### src/rtl/lsu_pkg.sv
// +----------------------------------------------------------------------+
// | lsu_pkg: shared types, load funct3 codes and byte-mask helpers.      |
// | Revision: 1.0                                                        |
// +----------------------------------------------------------------------+
`default_nettype none

package lsu_pkg;

    typedef enum logic [1:0] {
        ST_IDLE = 2'd0,
        ST_REQ  = 2'd1,
        ST_RESP = 2'd2,
        ST_DONE = 2'd3
    } lsu_state_t;

    localparam logic [2:0] c_f3_lb  = 3'b000;
    localparam logic [2:0] c_f3_lh  = 3'b001;
    localparam logic [2:0] c_f3_lw  = 3'b010;
    localparam logic [2:0] c_f3_ld  = 3'b011;
    localparam logic [2:0] c_f3_lbu = 3'b100;
    localparam logic [2:0] c_f3_lhu = 3'b101;
    localparam logic [2:0] c_f3_lwu = 3'b110;

    // Unaligned byte mask for a one-hot store length; illegal encodings write nothing.
    function automatic logic [7:0] store_len_to_mask(input logic [3:0] len);
        logic [7:0] m;
        case (len)
            4'b0001: m = 8'h01;
            4'b0010: m = 8'h03;
            4'b0100: m = 8'h0F;
            4'b1000: m = 8'hFF;
            default: m = 8'h00;
        endcase
        return m;
    endfunction

    function automatic logic [7:0] funct3_to_mask(input logic [2:0] f3);
        logic [7:0] m;
        case (f3[1:0])
            2'd0:    m = 8'h01;
            2'd1:    m = 8'h03;
            2'd2:    m = 8'h0F;
            default: m = 8'hFF;
        endcase
        return m;
    endfunction

    // Access size minus one, used as the alignment mask on addr[2:0].
    function automatic logic [2:0] mask_to_align(input logic [7:0] base);
        logic [2:0] a;
        case (base)
            8'h03:   a = 3'd1;
            8'h0F:   a = 3'd3;
            8'hFF:   a = 3'd7;
            default: a = 3'd0;
        endcase
        return a;
    endfunction

endpackage

`default_nettype wire

### src/rtl/lsu_load_align.sv
// +----------------------------------------------------------------------+
// | lsu_load_align: lane shift and sign/zero extension of load data.     |
// | Revision: 1.0                                                        |
// +----------------------------------------------------------------------+
`default_nettype none

module lsu_load_align
    import lsu_pkg::*;
#(
    parameter int XLEN = 64
) (
    input  logic [XLEN-1:0] rdata,
    input  logic [2:0]      offset,
    input  logic [2:0]      funct3,
    output logic [XLEN-1:0] data
);

    logic [XLEN-1:0] w_shifted;

    assign w_shifted = rdata >> {offset, 3'b000};

    always_comb begin
        data = '0;
        case (funct3)
            c_f3_lb:  data = {{(XLEN-8){w_shifted[7]}},   w_shifted[7:0]};
            c_f3_lh:  data = {{(XLEN-16){w_shifted[15]}}, w_shifted[15:0]};
            c_f3_lw:  data = {{(XLEN-32){w_shifted[31]}}, w_shifted[31:0]};
            c_f3_ld:  data = w_shifted;
            c_f3_lbu: data = {{(XLEN-8){1'b0}},  w_shifted[7:0]};
            c_f3_lhu: data = {{(XLEN-16){1'b0}}, w_shifted[15:0]};
            c_f3_lwu: data = {{(XLEN-32){1'b0}}, w_shifted[31:0]};
            default:  data = '0;
        endcase
    end

endmodule

`default_nettype wire

### src/rtl/lsu_ctrl.sv
// +----------------------------------------------------------------------+
// | lsu_ctrl: single-outstanding load/store sequencer, EX to data bus.   |
// | Optional misalignment trap: LSU_MISALIGN_CHK_EN.                     |
// | Revision: 1.0                                                        |
// +----------------------------------------------------------------------+
`default_nettype none

module lsu_ctrl
    import lsu_pkg::*;
#(
    parameter int XLEN = 64
) (
    input  logic            clk,
    input  logic            rst_n,
    input  logic            ex_valid,
    output logic            ex_ready,
    input  logic            load_en,
    input  logic            store_en,
    input  logic [2:0]      load_opcode,
    input  logic [3:0]      store_len,
    input  logic [XLEN-1:0] addr,
    input  logic [XLEN-1:0] wdata,
    output logic            mem_req_valid,
    input  logic            mem_req_ready,
    output logic [XLEN-1:0] mem_req_addr,
    output logic            mem_req_wen,
    output logic [7:0]      mem_req_wmask,
    output logic [XLEN-1:0] mem_req_wdata,
    input  logic            mem_resp_valid,
    input  logic [XLEN-1:0] mem_resp_rdata,
    output logic            wb_valid,
    input  logic            wb_ready,
    output logic [XLEN-1:0] wb_data,
    output logic            stall,
    output logic            misalign
);

    lsu_state_t      r_state;
    logic            r_is_load;
    logic [2:0]      r_funct3;
    logic [3:0]      r_len;
    logic [XLEN-1:0] r_addr;
    logic [XLEN-1:0] r_wdata;
    logic [XLEN-1:0] r_wb_data;

    logic            w_accept;
    logic            w_req;
    logic            w_req_store;
    logic [7:0]      w_store_mask;
    logic [XLEN-1:0] w_load_data;

    assign w_accept = ex_valid & (load_en | store_en);

    lsu_load_align #(
        .XLEN (XLEN)
    ) u_load_align (
        .rdata  (mem_resp_rdata),
        .offset (r_addr[2:0]),
        .funct3 (r_funct3),
        .data   (w_load_data)
    );

`ifdef LSU_MISALIGN_CHK_EN
    logic       r_misalign;
    logic [7:0] w_acc_base;
    logic       w_misaligned;

    // Load wins when both enables are set, so its size governs the check.
    assign w_acc_base   = load_en ? funct3_to_mask(load_opcode) : store_len_to_mask(store_len);
    assign w_misaligned = (addr[2:0] & mask_to_align(w_acc_base)) != 3'd0;
    assign misalign     = r_misalign;
`else
    assign misalign     = 1'b0;
`endif

    always_ff @(posedge clk) begin
        if (!rst_n) begin
            r_state   <= ST_IDLE;
            r_is_load <= 1'b0;
            r_funct3  <= 3'd0;
            r_len     <= 4'd0;
            r_addr    <= '0;
            r_wdata   <= '0;
            r_wb_data <= '0;
`ifdef LSU_MISALIGN_CHK_EN
            r_misalign <= 1'b0;
`endif
        end else begin
            case (r_state)
                ST_IDLE: begin
                    if (w_accept) begin
                        r_is_load <= load_en;
                        r_funct3  <= load_opcode;
                        r_len     <= store_len;
                        r_addr    <= addr;
                        r_wdata   <= wdata;
                        r_wb_data <= '0;
`ifdef LSU_MISALIGN_CHK_EN
                        r_misalign <= w_misaligned;
                        r_state    <= w_misaligned ? ST_DONE : ST_REQ;
`else
                        r_state   <= ST_REQ;
`endif
                    end
                end
                ST_REQ: begin
                    if (mem_req_ready) begin
                        r_state <= ST_RESP;
                    end
                end
                ST_RESP: begin
                    if (mem_resp_valid) begin
                        r_wb_data <= r_is_load ? w_load_data : '0;
                        r_state   <= ST_DONE;
                    end
                end
                ST_DONE: begin
                    if (wb_ready) begin
                        r_state <= ST_IDLE;
                    end
                end
                default: r_state <= ST_IDLE;
            endcase
        end
    end

    // Request fields are decoded from latched operands and held at zero outside REQ.
    assign w_req        = (r_state == ST_REQ);
    assign w_req_store  = w_req & ~r_is_load;
    assign w_store_mask = store_len_to_mask(r_len) << r_addr[2:0];

    assign ex_ready      = (r_state == ST_IDLE);
    assign stall         = (r_state != ST_IDLE);
    assign mem_req_valid = w_req;
    assign mem_req_addr  = w_req ? {r_addr[XLEN-1:3], 3'b000} : '0;
    assign mem_req_wen   = w_req_store;
    assign mem_req_wmask = w_req_store ? w_store_mask : 8'h00;
    assign mem_req_wdata = w_req_store ? (r_wdata << {r_addr[2:0], 3'b000}) : '0;
    assign wb_valid      = (r_state == ST_DONE);
    assign wb_data       = r_wb_data;

endmodule

`default_nettype wire

### config.mk
export PLATFORM = sky130hd
export DESIGN_NAME = lsu_ctrl
export DESIGN_NICKNAME = d
export VERILOG_FILES = /design/src/rtl/lsu_pkg.sv /design/src/rtl/lsu_load_align.sv /design/src/rtl/lsu_ctrl.sv
export SDC_FILE = /design/constraint.sdc
export NUM_CORES = 1
export LEC_CHECK = 0
export CAP_MARGIN = 10
export CORE_MARGIN = 4
export CORE_UTILIZATION = 50
export CTS_BUF_LIST = sky130_fd_sc_hd__clkbuf_16
export CTS_CLUSTER_SIZE = 30
export DETAILED_ROUTE_END_ITERATION = 8
export GPL_ROUTABILITY_DRIVEN = 0
export PLACE_DENSITY = 0.87
export REMOVE_ABC_BUFFERS = 1
export SYNTH_ARGS = -nofsm -noshare
export SYNTH_HDL_FRONTEND = slang
export SYNTH_SLANG_ARGS = --single-unit
### constraint.sdc
create_clock -name clk -period 4.7 [get_ports clk]
set_clock_uncertainty 0.2 [all_clocks]
set_input_delay 0.94 -clock clk [delete_from_list [all_inputs] [get_ports clk]]
set_output_delay 0.94 -clock clk [all_outputs]
set_load 0.01 [all_outputs]
Yosys cells after proc, flatten, opt, wreduce, memory -nomap -nowiden
Cells that the tools add are included.
Word-level totals
  word-level logic and storage cells: 52
  bits in latches: 0
  flip-flop bits (word level): 202
  bits in writable memories: 0
  bits of input ports: 207
  memories: 0
  ROM bits: 0
Cells by class
  bitwise operators: 4
  div/mod/pow operators: 0
  shift-type cells: 3
  $add $sub $neg: 0
  reductions and logical operators: 7
  eq/ne operators: 17
  order comparisons: 0
  $mul: 0
  mux-type cells: 14
Operators with widths (count)
  64-bit one-hot mux with 7 select lines: 1
  64-bit two-way mux: 5
  64-bit one-hot mux with 2 select lines: 1
  64-bit by 6-bit << shifter with 64-bit output: 1
  64-bit by 6-bit >> shifter with 64-bit output: 1
  8-bit one-hot mux with 4 select lines: 1
  3-bit equality test, second input constant: 3
  2-bit two-way mux: 4
  8-bit two-way mux: 1
  2-bit one-hot mux with 4 select lines: 1
  8-bit by 3-bit << shifter with 8-bit output: 1
  3-bit by 2-bit equality test with 1-bit output, second input constant: 2
  2-bit equality test, second input constant: 2
  4-bit by 1-bit equality test with 1-bit output, second input constant: 1
  4-bit by 2-bit equality test with 1-bit output, second input constant: 1
  4-bit by 3-bit equality test with 1-bit output, second input constant: 1
  4-bit equality test, second input constant: 1
  2-bit by 1-bit != test with 1-bit output, second input constant: 2
  2-bit != test, second input constant: 2
  4-bit AND reduction: 1
  2-bit nonzero test: 2
  3-bit by 1-bit equality test with 1-bit output, second input constant: 1
  3-bit zero test: 1
  3-bit AND reduction: 1
  6 further kinds: 7

Longest topological paths before layout
  depth in word-level cells: 5
  depth in mapped cells: 9
  gate-level depth less buffers: 7

Hierarchy
From an unflattened synthesis, not the netlist that was laid out.
Second synthesis, totals
  cell total of the unflattened synthesis: 1587
  area, all modules: 12647.1 µm²
By module, submodules not included
  lsu_ctrl: area each 10113.4 µm², cells an instance 1298, instances 1, sequential area each 4043.9 µm²
  lsu_load_align: area each 2533.7 µm², cells an instance 289, instances 1, sequential area each 0.0 µm²

Worst setup path after synthesis
No wires, ideal clock.
  kind: reg2out
  from: register r_state[1]
  to: output mem_req_wdata[0]
  buffers on the path: 1
  cell stages (with the launch flop): 8
  arrival time: 1863 ps
  data required time: 3560 ps
  path slack: 1697 ps
  path through: dfxtp_1 inv_1 ha_1 clkbuf_1 nand2b_1 or2_2 nor3_1 and2_1
On the way
  word-level cells in the longest chain between the ends: 3
RTL lines
  start, declared: line lsu_ctrl.sv:38  | lsu_state_t r_state;
  start signal, assigned: line lsu_ctrl.sv:78  | r_state <= ST_IDLE;
  start signal, assigned: line lsu_ctrl.sv:102  | r_state <= ST_REQ;
  start signal, assigned: line lsu_ctrl.sv:108  | r_state <= ST_RESP;
  2-bit by 1-bit equality test with 1-bit output: line lsu_ctrl.sv:128  | assign w_req = (r_state == ST_REQ);
  named net mem_req_valid: line lsu_ctrl.sv:23  | output logic mem_req_valid,
  1-bit AND: line lsu_ctrl.sv:129  | assign w_req_store = w_req & ~r_is_load;
  64-bit two-way mux: line lsu_ctrl.sv:138  | assign mem_req_wdata = w_req_store ? (r_wdata << {r_addr[2:0], 3'b000}) : '0;
  end, declared: line lsu_ctrl.sv:28  | output logic [XLEN-1:0] mem_req_wdata,
The timed path passes the listed nets, and every way through them passes these cells.

Worst setup path after layout
  from: register r_state[0]
  to: output mem_req_wmask[4]
On the way
  word-level cells in the longest chain between the ends: 3
RTL lines
  2-bit by 1-bit equality test with 1-bit output: line lsu_ctrl.sv:128
  1-bit AND: line lsu_ctrl.sv:129
  8-bit two-way mux: line lsu_ctrl.sv:137  | assign mem_req_wmask = w_req_store ? w_store_mask : 8'h00;
  end, declared: line lsu_ctrl.sv:27  | output logic [7:0] mem_req_wmask,
No other way between the ends.

==> flow_metrics.py <==
metrics = {
    "synth": {
        "synth_top_area_share_pct": 33.53,
        "netlist_top_cells_area": "dfxtp_1, mux4_2, nand2_1, a21oi_1, mux2i_1",
        "syn_inst": 1416,
        "yosys_warnings": 0,
        "synth_top_area_cell": "dfxtp_1",
        "yosysSeqAreaShare_pct": 33.53,
        "syn_area_per_cell_um2": 8.517,
        "synth_flop_cell": "dfxtp_1",
        "syn_area_um2": 12060,
        "synth_edf_count": 0,
        "synthArstFlopShare_pct": 0,
        "ys_types": 60,
        "ys_ff_latch": 202,
    },
    "route": {
        "wl_per_cell_um": 21.65,
        "vias": 12530,
        "drc": 0,
        "via_per_inst": 6.022,
        "drtPass1Iterations": 7,
        "antenna_left": 0,
        "drt-initial-drc-count": 1225,
        "drt_wl_total_um": 45060,
    },
    "setup_path": {
        "crit_family": "simple AND/OR/NAND/NOR gates",
        "path_cells": "ha_1 -> nand2b_2 -> nor3_2 -> nand4_1 -> nand2_1 -> clkdlybuf4s50_1",
        "crit_buf_inv": 1,
        "cp-end-kind": "output pin",
        "start_kind": "register",
        "cp_slowest_cell": "nor3_2",
        "r2r-start": "r_addr[1]$_SDFFE_PN0P_",
        "cp.required_ns": 3.56,
        "cp_max_fo": 13,
        "slowest_delay_ns": 1.04,
        "cp.arrival_ns": 3.37,
        "cp-startpoint": "r_state[0]$_SDFFE_PN0P_",
        "critPathKind": "register to output pin",
    },
    "cells_and_area": {
        "layout_common_cells": "clkdlybuf4s50_1, nand2_1, a21oi_1",
        "register_area_um2": 4055,
        "fill_cells": 1730,
        "multi_input_area_um2": 7390,
        "drive_above_1_share_pct": 11.12,
        "syn2layout_area_growth_pct": 40.40,
        "layoutNonFillerInstCount": 2081,
        "final_nets": 1949,
        "final_common_cell": "clkdlybuf4s50_1",
    },
    "global_routing": {
        "grt_pass1_vias": 12300,
        "antenna_found_initial": 8,
        "grt_max_degree": 86,
        "track_usage_pct": 31.90,
        "grt_overflow_total": 0,
        "grt_pass1_wl_um": 67790,
    },
    "floorplan": {
        "die_area_um2": 26670,
        "fp.dieW_um": 163.3,
        "start_util_pct": 51.08,
        "coreArea_um2": 23610,
        "die_y_um": 163.3,
        "io-pin-count": 413,
        "num_rows": 56,
    },
    "power": {
        "power.leakage_nw": 5.585,
        "power_density_nw_per_um2": 395.1,
        "max-vdd-ir-drop_v": 0.0002936,
        "power_mw": 6.690,
    },
    "clocking": {
        "cts_setup_buffers": 0,
        "path_clk_slew_ns": 0.06,
        "numCtsBuffers": 24,
        "cts_repair_resize_count": 0,
        "h-tree-depth": 1,
        "cts_tree": "built",
        "cts_hold_buf": 0,
        "clockBufferDepth": 3,
        "cts.sinks": 202,
        "cts-root-buf": "clkbuf_16",
        "clk_latency_ns": 0.52,
    },
    "place": {
        "dp.cells": 2031,
        "pre_cts_slack_ns": 0.8498,
        "hpwl_um": 31030,
        "port_buffers": 408,
    },
    "timing": {
        "period_minus_slack_ns": 4.510,
        "worst_pin_slew_ns": 1.227,
        "fmax_mhz": 221.7,
        "finalMaxSlewViolations": 0,
        "relSlewSlack_pct": 17.74,
        "timing.final.ws_setup_ns": 0.1901,
        "rsz0062_at_grt": "no",
        "finalHoldViolations": 0,
        "setup_viol": 0,
        "period_share_pct": 95.96,
    },
    "hold_path": {
        "holdCritPathClass": "register to register",
        "min_from": "r_addr[4]$_SDFFE_PN0P_",
    },
    "outcome": {
        "status": "finished, final reports clean",
    },
    "job": {
        "maxCapViolCount": 0,
    },
}
## sequential cells by signal (all words and copies together), names as in the netlist
signal / flops
r_len: 4
r_wdata: 64
r_funct3: 3
wb_data: 64
r_is_load: 1
r_state: 2
r_addr: 64
## worst register-to-register path, cell delays in order, from the launching register on
cell and delay [ns]:
dfxtp_4 0.84, buf_4 0.68, mux2_2 0.48, o22ai_2 0.24, nor3_4 0.13, nor2_2 0.79
o21ai_0 0.30
## cells in the mapped netlist, drive strengths merged (2+ instances only)
master and number:
inv 11, xor2 4, a21oi 208, a22oi 59, clkbuf 88, and2 88
mux2i 78, o21ai 22, o2bb2ai 18, nand2b 7, a32oi 4, dfxtp 202
nor2 69, nand3 2, buf 50, or2 3, o22ai 8, mux4 54
nor4 2, mux2 33, or3 2, nand4 2, nor3b 4, ha 4
a2bb2oi 3, and3b 2, nand3b 3, nor3 12, a221oi 7, nand2 292
nor2b 7, a311oi 3, a211oi 43, a22o 9, and3 2
## per-stage QoR
stage | TNS (ns) | util [%] | hold slack [ns] | cell area, µm²
after global placement | 0 | 68.59 | 0.2370 | 16200
after floorplan | -393.55 | - | 0.2317 | 11450
after global routing | 0 | 71.71 | 0.2651 | 16930
after detailed placement | 0 | 68.59 | 0.2418 | 16200
final | 0 | 71.71 | 0.2481 | 16930
after CTS | 0 | 71.62 | 0.2494 | 16910
## layer usage
metal	global-route usage, %	share of wire (%)	vias to the layer above
li1	-	-	5688
met1	35.91	35	5955
met2	55.55	49	748
met3	8.352	11	140
met4	16.55	5.2	0
met5	0	0	-
## area by class of cell
class                      instances  share of cell area [%]
multi-input combinational       1068                   43.64
timing repair buffer             431                   25.43
antenna                            8                  0.1182
tap                              319                   2.357
inverter                          11                  0.2734
clock buffer                      25                   3.695
clock inverter                    17                  0.5320
sequential                       202                   23.95
## final timing paths
| check | to | slack [ns] | cells past startpoint |
|---|---|---|---|
| worst max-delay path | mem_req_wmask[4] | 0.19 | 6 |
| worst min-delay path | r_addr[4]$_SDFFE_PN0P_ | 0.25 | 2 |
| worst max register to register | wb_data[27]$_SDFFE_PN0P_ | 0.85 | 6 |
| worst min register to register | r_addr[4]$_SDFFE_PN0P_ | 0.25 | 2 |
## logic make-up after synthesis
group	count (synthesis)	synth area share, %
fa+ha+maj	4	0.4150
xor+xnor	4	0.2905
other cells	1	0.03109
flops	202	33.53
compound gates	393	21.88
mux	165	19.64
simple gates	498	18.72
buf+inv	149	5.498
## power breakdown
group / leakage, nW / internal, mW / switching, mW
clock: 0.370 / 1.00 / 0.730
sequential: 1.65 / 1.92 / 0.226
combinational: 3.57 / 1.12 / 1.70
total: 5.59 / 4.03 / 2.66
Note: power is estimated with default switching activity, not from simulation.
